<file path="src/rtl/i2s_frame_read_scheduler.sv">
// Round-robin scheduler that streams whole 256-bit frames out of the I2S capture RAM
// to two requesters, reporting ok/stale/empty/overrun for each transaction.
module i2s_frame_read_scheduler #(
  parameter int CIRC_BUF_BITS = 3
) (
  input  logic                     clk_x4_i,
  input  logic                     rst_n_i,
  input  logic [CIRC_BUF_BITS-1:0] last_good_frame_idx_i,
  input  logic [1:0]               req_i,
  output logic [1:0]               gnt_o,
  output logic [CIRC_BUF_BITS+7:0] ram_read_addr_o,
  output logic                     ram_read_en_o,
  input  logic                     ram_read_data_i,
  output logic                     bit_valid_o,
  output logic                     bit_data_o,
  output logic                     done_o,
  output logic [1:0]               status_o
);

  localparam int FW = CIRC_BUF_BITS;
  localparam logic [FW-1:0] FRAME_ONE = {{(FW-1){1'b0}}, 1'b1};
  localparam logic [1:0] ST_OK    = 2'b00;
  localparam logic [1:0] ST_STALE = 2'b01;
  localparam logic [1:0] ST_EMPTY = 2'b10;
  localparam logic [1:0] ST_OVR   = 2'b11;

  typedef enum logic [2:0] {
    IDLE  = 3'd0,
    ARB   = 3'd1,
    READ  = 3'd2,
    DRAIN = 3'd3,
    DONE  = 3'd4
  } state_t;

  state_t        state_r;
  logic [FW-1:0] frame_r;
  logic [FW-1:0] prev_idx_r;
  logic [FW-1:0] rec_r [2];
  logic [7:0]    bit_cnt_r;
  logic          frame_seen_r;
  logic          prio_r;
  logic          owner_r;
  logic          upd_r;
  logic          stale_r;
  logic [1:0]    mask_r;

  logic [1:0]    req_eff_s;
  logic          win_s;
  logic          win_stale_s;
  logic          ovr_s;
  logic          own_req_s;

  // Arbitration winner, overrun detection and owner request level
  always_comb begin
    req_eff_s = req_i & ~mask_r;
    ovr_s     = (last_good_frame_idx_i == (frame_r - FRAME_ONE));
    own_req_s = owner_r ? req_i[1] : req_i[0];
    if (req_i == 2'b11) begin
      win_s = prio_r;
    end else if (req_i[1]) begin
      win_s = 1'b1;
    end else begin
      win_s = 1'b0;
    end
    win_stale_s = (last_good_frame_idx_i == rec_r[win_s]);
  end

  // Data passes straight through in the cycle after the strobe; gated to 0 otherwise
  assign bit_data_o = bit_valid_o & ram_read_data_i;

  // Transaction FSM with registered outputs
  always_ff @(posedge clk_x4_i) begin
    if (!rst_n_i) begin
      state_r         <= IDLE;
      gnt_o           <= 2'b00;
      ram_read_en_o   <= 1'b0;
      ram_read_addr_o <= '0;
      bit_valid_o     <= 1'b0;
      done_o          <= 1'b0;
      status_o        <= 2'b00;
      frame_r         <= '0;
      prev_idx_r      <= last_good_frame_idx_i;
      rec_r[0]        <= '0;
      rec_r[1]        <= '0;
      bit_cnt_r       <= 8'd0;
      frame_seen_r    <= 1'b0;
      prio_r          <= 1'b0;
      owner_r         <= 1'b0;
      upd_r           <= 1'b0;
      stale_r         <= 1'b0;
      mask_r          <= 2'b00;
    end else begin
      prev_idx_r   <= last_good_frame_idx_i;
      frame_seen_r <= frame_seen_r | (last_good_frame_idx_i != prev_idx_r);
      case (state_r)
        IDLE: begin
          mask_r <= 2'b00;
          if (req_eff_s != 2'b00) begin
            state_r <= ARB;
          end
        end
        ARB: begin
          if (req_i == 2'b00) begin
            state_r <= IDLE;
          end else begin
            owner_r <= win_s;
            prio_r  <= ~win_s;
            gnt_o   <= win_s ? 2'b10 : 2'b01;
            frame_r <= last_good_frame_idx_i;
            stale_r <= win_stale_s;
            if (!frame_seen_r) begin
              upd_r    <= 1'b0;
              done_o   <= 1'b1;
              status_o <= ST_EMPTY;
              state_r  <= DONE;
            end else begin
              upd_r           <= 1'b1;
              bit_cnt_r       <= 8'd0;
              ram_read_en_o   <= 1'b1;
              ram_read_addr_o <= {last_good_frame_idx_i, 8'h00};
              state_r         <= READ;
            end
          end
        end
        READ: begin
          if (ovr_s) begin
            ram_read_en_o <= 1'b0;
            bit_valid_o   <= 1'b0;
            done_o        <= 1'b1;
            status_o      <= ST_OVR;
            state_r       <= DONE;
          end else if (!own_req_s) begin
            ram_read_en_o <= 1'b0;
            bit_valid_o   <= 1'b0;
            upd_r         <= 1'b0;
            done_o        <= 1'b1;
            status_o      <= ST_OK;
            state_r       <= DONE;
          end else begin
            bit_valid_o <= 1'b1;
            // Terminal count ends the burst; the counter never needs to wrap
            if (bit_cnt_r == 8'hFF) begin
              ram_read_en_o <= 1'b0;
              state_r       <= DRAIN;
            end else begin
              bit_cnt_r       <= bit_cnt_r + 8'd1;
              ram_read_addr_o <= {frame_r, bit_cnt_r + 8'd1};
            end
          end
        end
        DRAIN: begin
          bit_valid_o <= 1'b0;
          done_o      <= 1'b1;
          state_r     <= DONE;
          if (ovr_s) begin
            status_o <= ST_OVR;
          end else begin
            status_o <= stale_r ? ST_STALE : ST_OK;
          end
        end
        DONE: begin
          done_o   <= 1'b0;
          status_o <= 2'b00;
          gnt_o    <= 2'b00;
          mask_r   <= gnt_o;
          if (upd_r) begin
            rec_r[owner_r] <= frame_r;
          end
          state_r <= IDLE;
        end
        default: begin
          state_r       <= IDLE;
          gnt_o         <= 2'b00;
          ram_read_en_o <= 1'b0;
          bit_valid_o   <= 1'b0;
          done_o        <= 1'b0;
          status_o      <= 2'b00;
        end
      endcase
    end
  end

endmodule

</file>
<file path="config.mk">
export PLATFORM = sky130hd
export DESIGN_NAME = i2s_frame_read_scheduler
export DESIGN_NICKNAME = d
export VERILOG_FILES = /design/src/rtl/i2s_frame_read_scheduler.sv
export SDC_FILE = /design/constraint.sdc
export NUM_CORES = 1
export LEC_CHECK = 0
export ABC_AREA = 1
export ABC_CLOCK_PERIOD_IN_PS = 4400
export CAP_MARGIN = 10
export CORE_ASPECT_RATIO = 0.5
export CORE_MARGIN = 3
export CORE_UTILIZATION = 58
export CTS_CLUSTER_DIAMETER = 100
export CTS_CLUSTER_SIZE = 40
export DETAILED_ROUTE_END_ITERATION = 7
export HOLD_SLACK_MARGIN = 0.02
export PLACE_DENSITY = 0.87
export SYNTH_ARGS = -nofsm -noshare
export SYNTH_HDL_FRONTEND = slang
export SYNTH_SLANG_ARGS = --single-unit
export TNS_END_PERCENT = 5
</file>
<file path="constraint.sdc">
create_clock -name clk_x4_i -period 4.4 [get_ports clk_x4_i]
set_input_delay 0.66 -clock clk_x4_i [delete_from_list [all_inputs] [get_ports clk_x4_i]]
set_output_delay 0.66 -clock clk_x4_i [all_outputs]
set_load 0.01 [all_outputs]
</file>
==> results.cfg, run 1 <==
[run_status]
outcome = completed

[critical_path]
critPathMaxFanout = 1
cp.arrival_ps = 1730
end_kind = output pin
critPathRequiredTime_ps = 3740
worstSetupStartpoint = ram_read_data_i
r2r_end = ram_read_addr_o[10]
endpoint = bit_data_o
rr_worst_depth = 12
regToRegStartpoint = frame_r[0]
cp-start-kind = input port
rrSetupSlack_ps = 2470
crit_type = input port to output pin

[grt]
grt_usage_pct = 23.0
use_met3_pct = 5.33
grt_antenna_before_repair = 0
grt_pass1_vias = 1652
grt_use_met1_pct = 29.9
top_usage_layer = met2
grtUsageMet2_pct = 39.1
gr-total-overflow = 0
grt_max_degree = 22
grt_pass1_wl_mm = 7.24

[layout]
layout_commonest_cell = nand2_1
final_area_sq_um = 2380
antenna_cells = 0
final_cell_mix = nand2_1, inv_1, nor2_1
synthToLayoutAreaGrowth_pct = 19.6
final_layout_size_suffix_gt1_share_pct = 8.12
fin_nets = 317

[pwr]
power_leakage_nw = 1.02
swShare_pct = 29.2
p_sw_mw = 0.265
power_frac_seq_pct = 46.8
intPower_mw = 0.642
power_frac_clock_pct = 32.5
ir_worst_vdd_v = 0.000279
combPwrFrac_pct = 20.7
p_per_area_nw_per_um2 = 381

[route]
ant_nets = 0
drc_errors = 0
via_per_inst = 5.47
drt-initial-drc-count = 132
dr.pass1.iters = 4
vias = 1902
wl_mm = 4.66
wl_per_cell_um = 13.4

[place]
gp_congestion = 0.945
hpwlAfterDp_mm = 3.33
place_ws_ps = 1880
placedInstanceArea_sq_um = 2270
port_buffers = 26

[synthesis]
ys_types = 36
yosysSeqAreaShare_pct = 43.3
syn_area_per_cell_sq_um = 7.13
async_reset_ff_share_pct = 0
ys_warn_count = 0
synth_seq_cells = 40
ys.flop_type = dfxtp_1
netlist_area_sq_um = 1990
synthCells = 279
synth_edf_count = 6
synth_nets = 289

[floorplanning]
rows = 14
core_sq_um = 3140
dieArea_sq_um = 4210
start_util_pct = 63.4
pin_count = 27
die_height_um = 47.4
die_w_um = 88.8

[clock_network]
clock_path_buffers = 2
cts_hold_buf = 0
clk_latency_ps = 290
cts_tree = built
cts_sinks = 40
post-cts-setup-buffers = 0
clk_pin_slew_ps = 80
htreeDepth = 2
cts_root_buf = clkbuf_8
numCtsBuffers = 5
cts_resized = 0

[timing]
setup_viol = 0
hold_viol_final = 0
worst_slack_ps = 2010
fin_skew_ps = 7.08
min_period_ps = 2390
tns_ps = 0
tightest_slew_ps = 765
slew_violations = 0
slew_headroom_pct = 48.8
whs_ps = 440
fin_crit_sh_pct = 54.3
fmax_ghz = 0.418
rsz0062_at_grt = no

[run]
maxCapViolCount = 0

[min_path]
min_path_type = flip-flop to flip-flop
-- power groups by stage --
stage	Combinational [mW]	Clock, mW	Sequential, mW
final	0.188	0.295	0.424
after global routing	0.210	0.310	0.428
after CTS	0.186	0.295	0.424
after detailed placement	0.183	0	0.432
after global placement	0.180	0	0.431
after floorplan	0.118	0	0.433
-- cell type report --
class | count | area (sq um)
clock inverter | 2 | 35.0
timing repair buffer | 26 | 260
tap | 40 | 50.0
sequential | 40 | 861
clock buffer | 6 | 72.6
fill | 242 | 757
multi-input combinational | 192 | 942
inverter | 42 | 158
-- Yosys cell counts, types with 3 or more instances --
| cell type | n | area share, % |
|---|---|---|
| inv_1 | 39 | 7.4 |
| a21oi_1 | 24 | 6.0 |
| edfxtp_1 | 6 | 9.1 |
| nand3_1 | 11 | 2.8 |
| nand4_1 | 3 | 0.94 |
| o21ai_0 | 21 | 5.3 |
| nand2_2 | 3 | 0.94 |
| nor3_1 | 3 | 0.75 |
| dfxtp_1 | 34 | 34 |
| nor2_1 | 39 | 7.4 |
| nand2_1 | 62 | 12 |
-- routing by layer --
metal / routed length (um) / share of wire [%]
met1: 2190 / 47
met4: 33 / 0.71
met5: 0 / 0
met3: 370 / 7.9
met2: 2060 / 44
-- flip-flops by register name, indices dropped and copies added (netlist names), 2 cells and up --
signal	flops
frame_r	3
gnt_o	2
mask_r	2
prev_idx_r	3
ram_read_addr_o	11
rec_r	6
state_r	3
status_o	2
-- worst min path at each step --
stage                      startpoint     endpoint  slack (ps)  cells past startpoint
after floorplan             mask_r[1]    mask_r[1]         440                      2
after global placement    status_o[1]  status_o[1]         430                      2
after detailed placement  status_o[1]  status_o[1]         430                      2
after CTS                 status_o[1]  status_o[1]         440                      2
after global routing      status_o[1]  status_o[1]         460                      2
final                     status_o[1]  status_o[1]         440                      2
-- metrics by stage --
| step | utilization [%] | total power [mW] | instances |
|---|---|---|---|
| floorplan | - | 0.551 | 279 |
| global placement | 72.4 | 0.610 | 340 |
| detailed placement | 72.4 | 0.615 | 340 |
| CTS | 75.9 | 0.905 | 348 |
| global route | 75.9 | 0.948 | 348 |
| finish | 75.9 | 0.907 | 348 |
-- kinds of logic (layout without fill, tap and decap cells) --
group / count (synthesis) / in the layout / synth area share, %
buf+inv: 47 / 76 / 9.37
xor+xnor: 2 / 2 / 0.881
simple gates: 133 / 133 / 30.3
flops: 40 / 40 / 43.3
fa+ha+maj: 2 / 2 / 1.26
compound gates: 55 / 55 / 15.0
-- critical path: stages --
cell and delay [ps]:
clkdlybuf4s50_1 450, nand2_1 50, inv_1 50, clkdlybuf4s50_1 520
Note: power is estimated with default switching activity, not from simulation.
==> run 2: changes to the inputs <==
--- a/config.mk
+++ b/config.mk
@@ -6,16 +6,16 @@
 export NUM_CORES = 1
 export LEC_CHECK = 0
 export ABC_AREA = 1
-export ABC_CLOCK_PERIOD_IN_PS = 4400
+export ABC_CLOCK_PERIOD_IN_PS = 2000
 export CAP_MARGIN = 10
 export CORE_ASPECT_RATIO = 0.5
 export CORE_MARGIN = 3
-export CORE_UTILIZATION = 58
+export CORE_UTILIZATION = 49
 export CTS_CLUSTER_DIAMETER = 100
 export CTS_CLUSTER_SIZE = 40
 export DETAILED_ROUTE_END_ITERATION = 7
 export HOLD_SLACK_MARGIN = 0.02
-export PLACE_DENSITY = 0.87
+export PLACE_DENSITY = 0.78
 export SYNTH_ARGS = -nofsm -noshare
 export SYNTH_HDL_FRONTEND = slang
 export SYNTH_SLANG_ARGS = --single-unit
==> constraint.sdc (replaced) <==
create_clock -name clk_x4_i -period 2 [get_ports clk_x4_i]
set_input_delay 0.3 -clock clk_x4_i [delete_from_list [all_inputs] [get_ports clk_x4_i]]
set_output_delay 0.3 -clock clk_x4_i [all_outputs]
set_load 0.01 [all_outputs]
==> run 2 against run 1 <==
Compared with the run above:
- sequential cell count is the same
- global-route usage shrank 1.2 points
- first-iteration DRC count shrank 42%
- sequential power grew 120%
- critical endpoint is now ram_read_addr_o[10]
- worst setup slack lost 1800 ps
- critical path depth grew 8
==> results.cfg, run 2 (same netlist as run 1, synthesis figures left out) <==
[run_status]
outcome = completed

[place]
place_ws_ps = -35.1
dp_cells = 362
port_buffers = 26
placedInstanceArea_sq_um = 2380
hpwlAfterDp_mm = 3.65
gp_congestion = 0.887

[timing]
fin_crit_sh_pct = 90.8
whs_ps = 445
worst_slack_ps = 183
rsz0062_at_grt = no
hold_viol_final = 0
setup_viol = 0
slew_headroom_pct = 65.2
fmax_ghz = 0.550
tightest_slew_ps = 522
slew_violations = 0
fin_skew_ps = 6.04
min_period_ps = 1820

[clock_network]
clk_latency_ps = 290
htreeDepth = 2
cts_sinks = 40
cts_tree = built
cts_root_buf = clkbuf_8
clock_path_buffers = 2
clk_pin_slew_ps = 80
numCtsBuffers = 5
cts_hold_buf = 0

[layout]
layout_commonest_cell = nand2_1
final_layout_size_suffix_gt1_share_pct = 11.9
reg_top3 = ram_read_addr_o x11, rec_r x6
final_cells = 370
fin_nets = 328
synthToLayoutAreaGrowth_pct = 24.6
final_area_sq_um = 2480
fill_cells = 306
antenna_cells = 0
fin_util_pct = 67.7
largest_reg_flops = 11
final_cell_mix = nand2_1, inv_1, nor2_1
regMostFlops = ram_read_addr_o

[floorplanning]
core_sq_um = 3660
die_w_um = 96.1
rows = 15
start_util_pct = 54.4
pin_count = 27
die_height_um = 51.1
dieArea_sq_um = 4910

[critical_path]
cp-start-kind = flip-flop
cp.arrival_ps = 2010
end_kind = flip-flop
critPathRequiredTime_ps = 2190
critPathMaxFanout = 13
crit_type = flip-flop to flip-flop

[pwr]
power_frac_clock_pct = 28.9
p_per_area_nw_per_um2 = 783
p_sw_mw = 0.595
intPower_mw = 1.34
combPwrFrac_pct = 22.9
power_leakage_nw = 1.06
swShare_pct = 30.7
ir_worst_vdd_v = 0.000361
power_frac_seq_pct = 48.2

[grt]
use_met3_pct = 4.41
grtUsageMet2_pct = 36.6
grt_antenna_before_repair = 0
grt_use_met1_pct = 28.2
grt_usage_pct = 21.8
grt_max_degree = 17
top_usage_layer = met2
grt_pass1_vias = 1876
gr-total-overflow = 0
grt_pass1_wl_mm = 8.22

[route]
wl_per_cell_um = 13.1
drc_errors = 0
drt-initial-drc-count = 76
dr.pass1.iters = 5
via_per_inst = 5.17
ant_nets = 0
wl_mm = 4.84
vias = 1912

[run]
maxCapViolCount = 0

[min_path]
min_path_type = flip-flop to flip-flop
==> run 2: cell types whose count changed in the layout (fill, tap and decap cells not counted), sizes merged <==
| cell | previous run | this run |
|---|---|---|
| buf | 0 | 11 |
| bufinv | 1 | 0 |
| clkbuf | 6 | 7 |
| clkinv | 2 | 0 |
| clkinvlp | 0 | 2 |
==> run 2: worst paths after layout <==
kind                          to  cells after the start        start  slack (ps)
max          ram_read_addr_o[10]                     12   frame_r[0]         180
min                  status_o[1]                      2  status_o[1]         440
max reg2reg  ram_read_addr_o[10]                     12   frame_r[0]         180
min reg2reg          status_o[1]                      2  status_o[1]         440
==> run 2: layer usage <==
metal	vias up	wire, um
met5	-	0
met4	0	53
met3	7	345
met2	69	2090
met1	867	2350
li1	969	-
==> run 2: power groups by stage <==
| stage | Combinational [mW] | Clock, mW | Sequential (mW) |
|---|---|---|---|
| global placement | 0.426 | 0 | 0.948 |
| finish | 0.444 | 0.561 | 0.935 |
| CTS | 0.441 | 0.569 | 0.933 |
| global route | 0.498 | 0.608 | 0.941 |
| detailed placement | 0.437 | 0 | 0.950 |
| floorplan | 0.259 | 0 | 0.953 |
==> run 2: per-stage QoR <==
stage | power [mW] | TNS (ps)
floorplan | 1.21 | 0
global placement | 1.37 | 0
detailed placement | 1.39 | -35.1
CTS | 1.94 | 0
global route | 2.05 | 0
finish | 1.94 | 0
==> run 2: repair_timing <==
action | in CTS | in global routing
endpoints found under the hold margin | 0 | 0
gates resized for setup | 0 | 4
setup endpoints to repair | 0 | 3
setup buffers | 0 | 0
==> run 2: final cells by class <==
class	count	area (sq um)	share of cell area, %
repair buffers	37	355	14.3
clock buffers	7	86.3	3.48
multi-input cells	192	942	38.0
well taps	51	63.8	2.57
clock inverters	1	7.51	0.303
flip-flops and latches	40	862	34.8
inverters	42	161	6.51
==> run 2: worst max-delay path, stage by stage (launching register included) <==
cell and delay, ps:
dfxtp_2 350, inv_1 90, ha_1 300, inv_1 40, nand2_1 60, nand2_1 50, nor2_1 150, nand2_2 140
nand3_4 100, nand2_4 70, buf_12 140, o21ai_0 160, nor2_1 60
==> run 3: changes to the inputs <==
--- a/config.mk
+++ b/config.mk
@@ -10,12 +10,13 @@
 export CAP_MARGIN = 10
 export CORE_ASPECT_RATIO = 0.5
 export CORE_MARGIN = 3
-export CORE_UTILIZATION = 49
+export CORE_UTILIZATION = 40
 export CTS_CLUSTER_DIAMETER = 100
 export CTS_CLUSTER_SIZE = 40
 export DETAILED_ROUTE_END_ITERATION = 7
 export HOLD_SLACK_MARGIN = 0.02
-export PLACE_DENSITY = 0.78
+export PLACE_DENSITY = 0.67
+export SLEW_MARGIN = 20
 export SYNTH_ARGS = -nofsm -noshare
 export SYNTH_HDL_FRONTEND = slang
 export SYNTH_SLANG_ARGS = --single-unit
==> constraint.sdc (replaced) <==
create_clock -name clk_x4_i -period 2 [get_ports clk_x4_i]
set_input_delay 0.2 -clock clk_x4_i [delete_from_list [all_inputs] [get_ports clk_x4_i]]
set_output_delay 0.2 -clock clk_x4_i [all_outputs]
set_load 0.01 [all_outputs]
==> run 3 against run 2 <==
Compared with the run above:
- die area rose by 20%
- clock skew rose by 3.1 ps
- cell area down 0.61%
- critical path depth stayed put
- utilization shrank 14 points
- register-to-register slack hardly changed
- critical path type unchanged
- sequential power is essentially flat
- count of clock-buffer cells in the layout is 2 lower
- first-iteration DRC count is 38% higher
- clock power is 18% higher
- sequential share of layout area rose by 0.21 points
- via count is 2.9% lower
==> results.cfg, run 3 (same netlist as run 1, synthesis figures left out) <==
[run_status]
outcome = completed

[pwr]
intPower_mw = 1.42
ir_worst_vdd_v = 0.000415
power_frac_seq_pct = 46.1
swShare_pct = 29.7
p_sw_mw = 0.601
p_per_area_nw_per_um2 = 821
combPwrFrac_pct = 21.1
power_frac_clock_pct = 32.8
power_leakage_nw = 1.05

[clock_network]
cts_tree = built
htreeDepth = 2
post-cts-setup-buffers = 0
cts_root_buf = clkbuf_8
clk_latency_ps = 300
cts_hold_buf = 0
cts_resized = 0
cts_sinks = 40
clock_path_buffers = 2
clk_pin_slew_ps = 80
numCtsBuffers = 5

[route]
ant_nets = 0
drc_errors = 0
vias = 1857
dr.pass1.iters = 4
wl_per_cell_um = 12.3
wl_mm = 4.67
via_per_inst = 4.89
drt-initial-drc-count = 105

[place]
placedInstanceArea_sq_um = 2350
gp_congestion = 0.870
port_buffers = 26
hpwlAfterDp_mm = 3.53
place_ws_ps = 94.1

[grt]
grt_max_degree = 16
grt_usage_pct = 16.3
gr-total-overflow = 0
grt_antenna_before_repair = 0
grt_pass1_wl_mm = 7.76
grt_pass1_vias = 1654

[floorplanning]
dieArea_sq_um = 5910
die_height_um = 55.9
die_w_um = 106
start_util_pct = 43.3
pin_count = 27
rows = 17
core_sq_um = 4590

[layout]
final_cell_mix = nand2_1, inv_1, nor2_1
synthToLayoutAreaGrowth_pct = 23.8
fill_cells = 452
largest_reg_flops = 11
final_layout_size_suffix_gt1_share_pct = 10.8
antenna_cells = 0
regMostFlops = ram_read_addr_o
reg_top3 = ram_read_addr_o x11, rec_r x6
final_area_sq_um = 2460
register_area_sq_um = 862
fin_nets = 323
layout_commonest_cell = nand2_1
multiInputGateArea_sq_um = 945

[timing]
worst_slack_ps = 184
setup_viol = 0
fin_crit_sh_pct = 90.8
tns_ps = 0
tightest_slew_ps = 510
rsz0062_at_grt = no
slew_headroom_pct = 66.0
slew_violations = 0
min_period_ps = 1820
hold_viol_final = 0
fin_skew_ps = 9.19
fmax_ghz = 0.551

[critical_path]
cp-start-kind = flip-flop
end_kind = flip-flop
max_stage_delay_ps = 350
critPathRequiredTime_ps = 2190
critical_path.slowest_cell = dfxtp_2
cpLargestDelayFamily = simple AND/OR/NAND/NOR gates
crit_type = flip-flop to flip-flop
critPathMaxFanout = 13
cp.arrival_ps = 2000
crit_buf_inv = 3
cp_cell_sequence = inv_1 > ha_1 > inv_1 > nand2_1 > nand2_1 > nor2_2 > nand2_2 > nand3_4 > nand2_4 > buf_4 > o21ai_0 > nor2_1

[run]
maxCapViolCount = 0

[min_path]
min_path_type = flip-flop to flip-flop
[run 3: power by group through the flow]
stage          sequential (mW)  clock [mW]  combinational [mW]
2_1_floorplan            0.953           0               0.259
3_3_place_gp             0.948           0               0.416
3_5_place_dp             0.949           0               0.422
4_1_cts                  0.931       0.675               0.424
5_1_grt                  0.942       0.703               0.481
6_report                 0.933       0.663               0.427
[run 3: worst paths after layout]
check,startpoint,end,slack (ps),depth (start not counted)
min reg2reg,status_o[1],status_o[1],440,2
max,frame_r[0],ram_read_addr_o[2],180,12
max reg2reg,frame_r[0],ram_read_addr_o[2],180,12
min,status_o[1],status_o[1],440,2
[run 3: through the flow]
stage / utilization [%] / hold slack (ps) / std cells / power [mW]
2_1_floorplan: - / 228 / 279 / 1.21
3_3_place_gp: 51.1 / 431 / 372 / 1.36
3_5_place_dp: 51.1 / 434 / 372 / 1.37
4_1_cts: 53.5 / 446 / 380 / 2.03
5_1_grt: 53.6 / 467 / 380 / 2.13
6_report: 53.6 / 444 / 380 / 2.02
[run 3: area by class of cell]
| class | count | share of cell area [%] |
|---|---|---|
| Clock buffer | 5 | 2.79 |
| Clock inverter | 3 | 1.73 |
| Inverter | 42 | 6.40 |
| Multi-Input combinational cell | 192 | 38.3 |
| Sequential cell | 40 | 35.0 |
| Tap cell | 66 | 3.35 |
| Timing Repair Buffer | 32 | 12.4 |
[run 3: worst min-delay path: stages (launching register included)]
cell and delay [ps]:
dfxtp_1 310, inv_1 50, a21oi_1 50
[run 3: routing by layer]
| metal | global-route usage, % | vias to the layer above | routed length [um] |
|---|---|---|---|
| li1 | - | 964 | - |
| met2 | 24.4 | 52 | 1990 |
| met1 | 24.0 | 837 | 2360 |
| met3 | 4.17 | 4 | 295 |
| met4 | 2.77 | 0 | 27 |
| met5 | 0 | - | 0 |
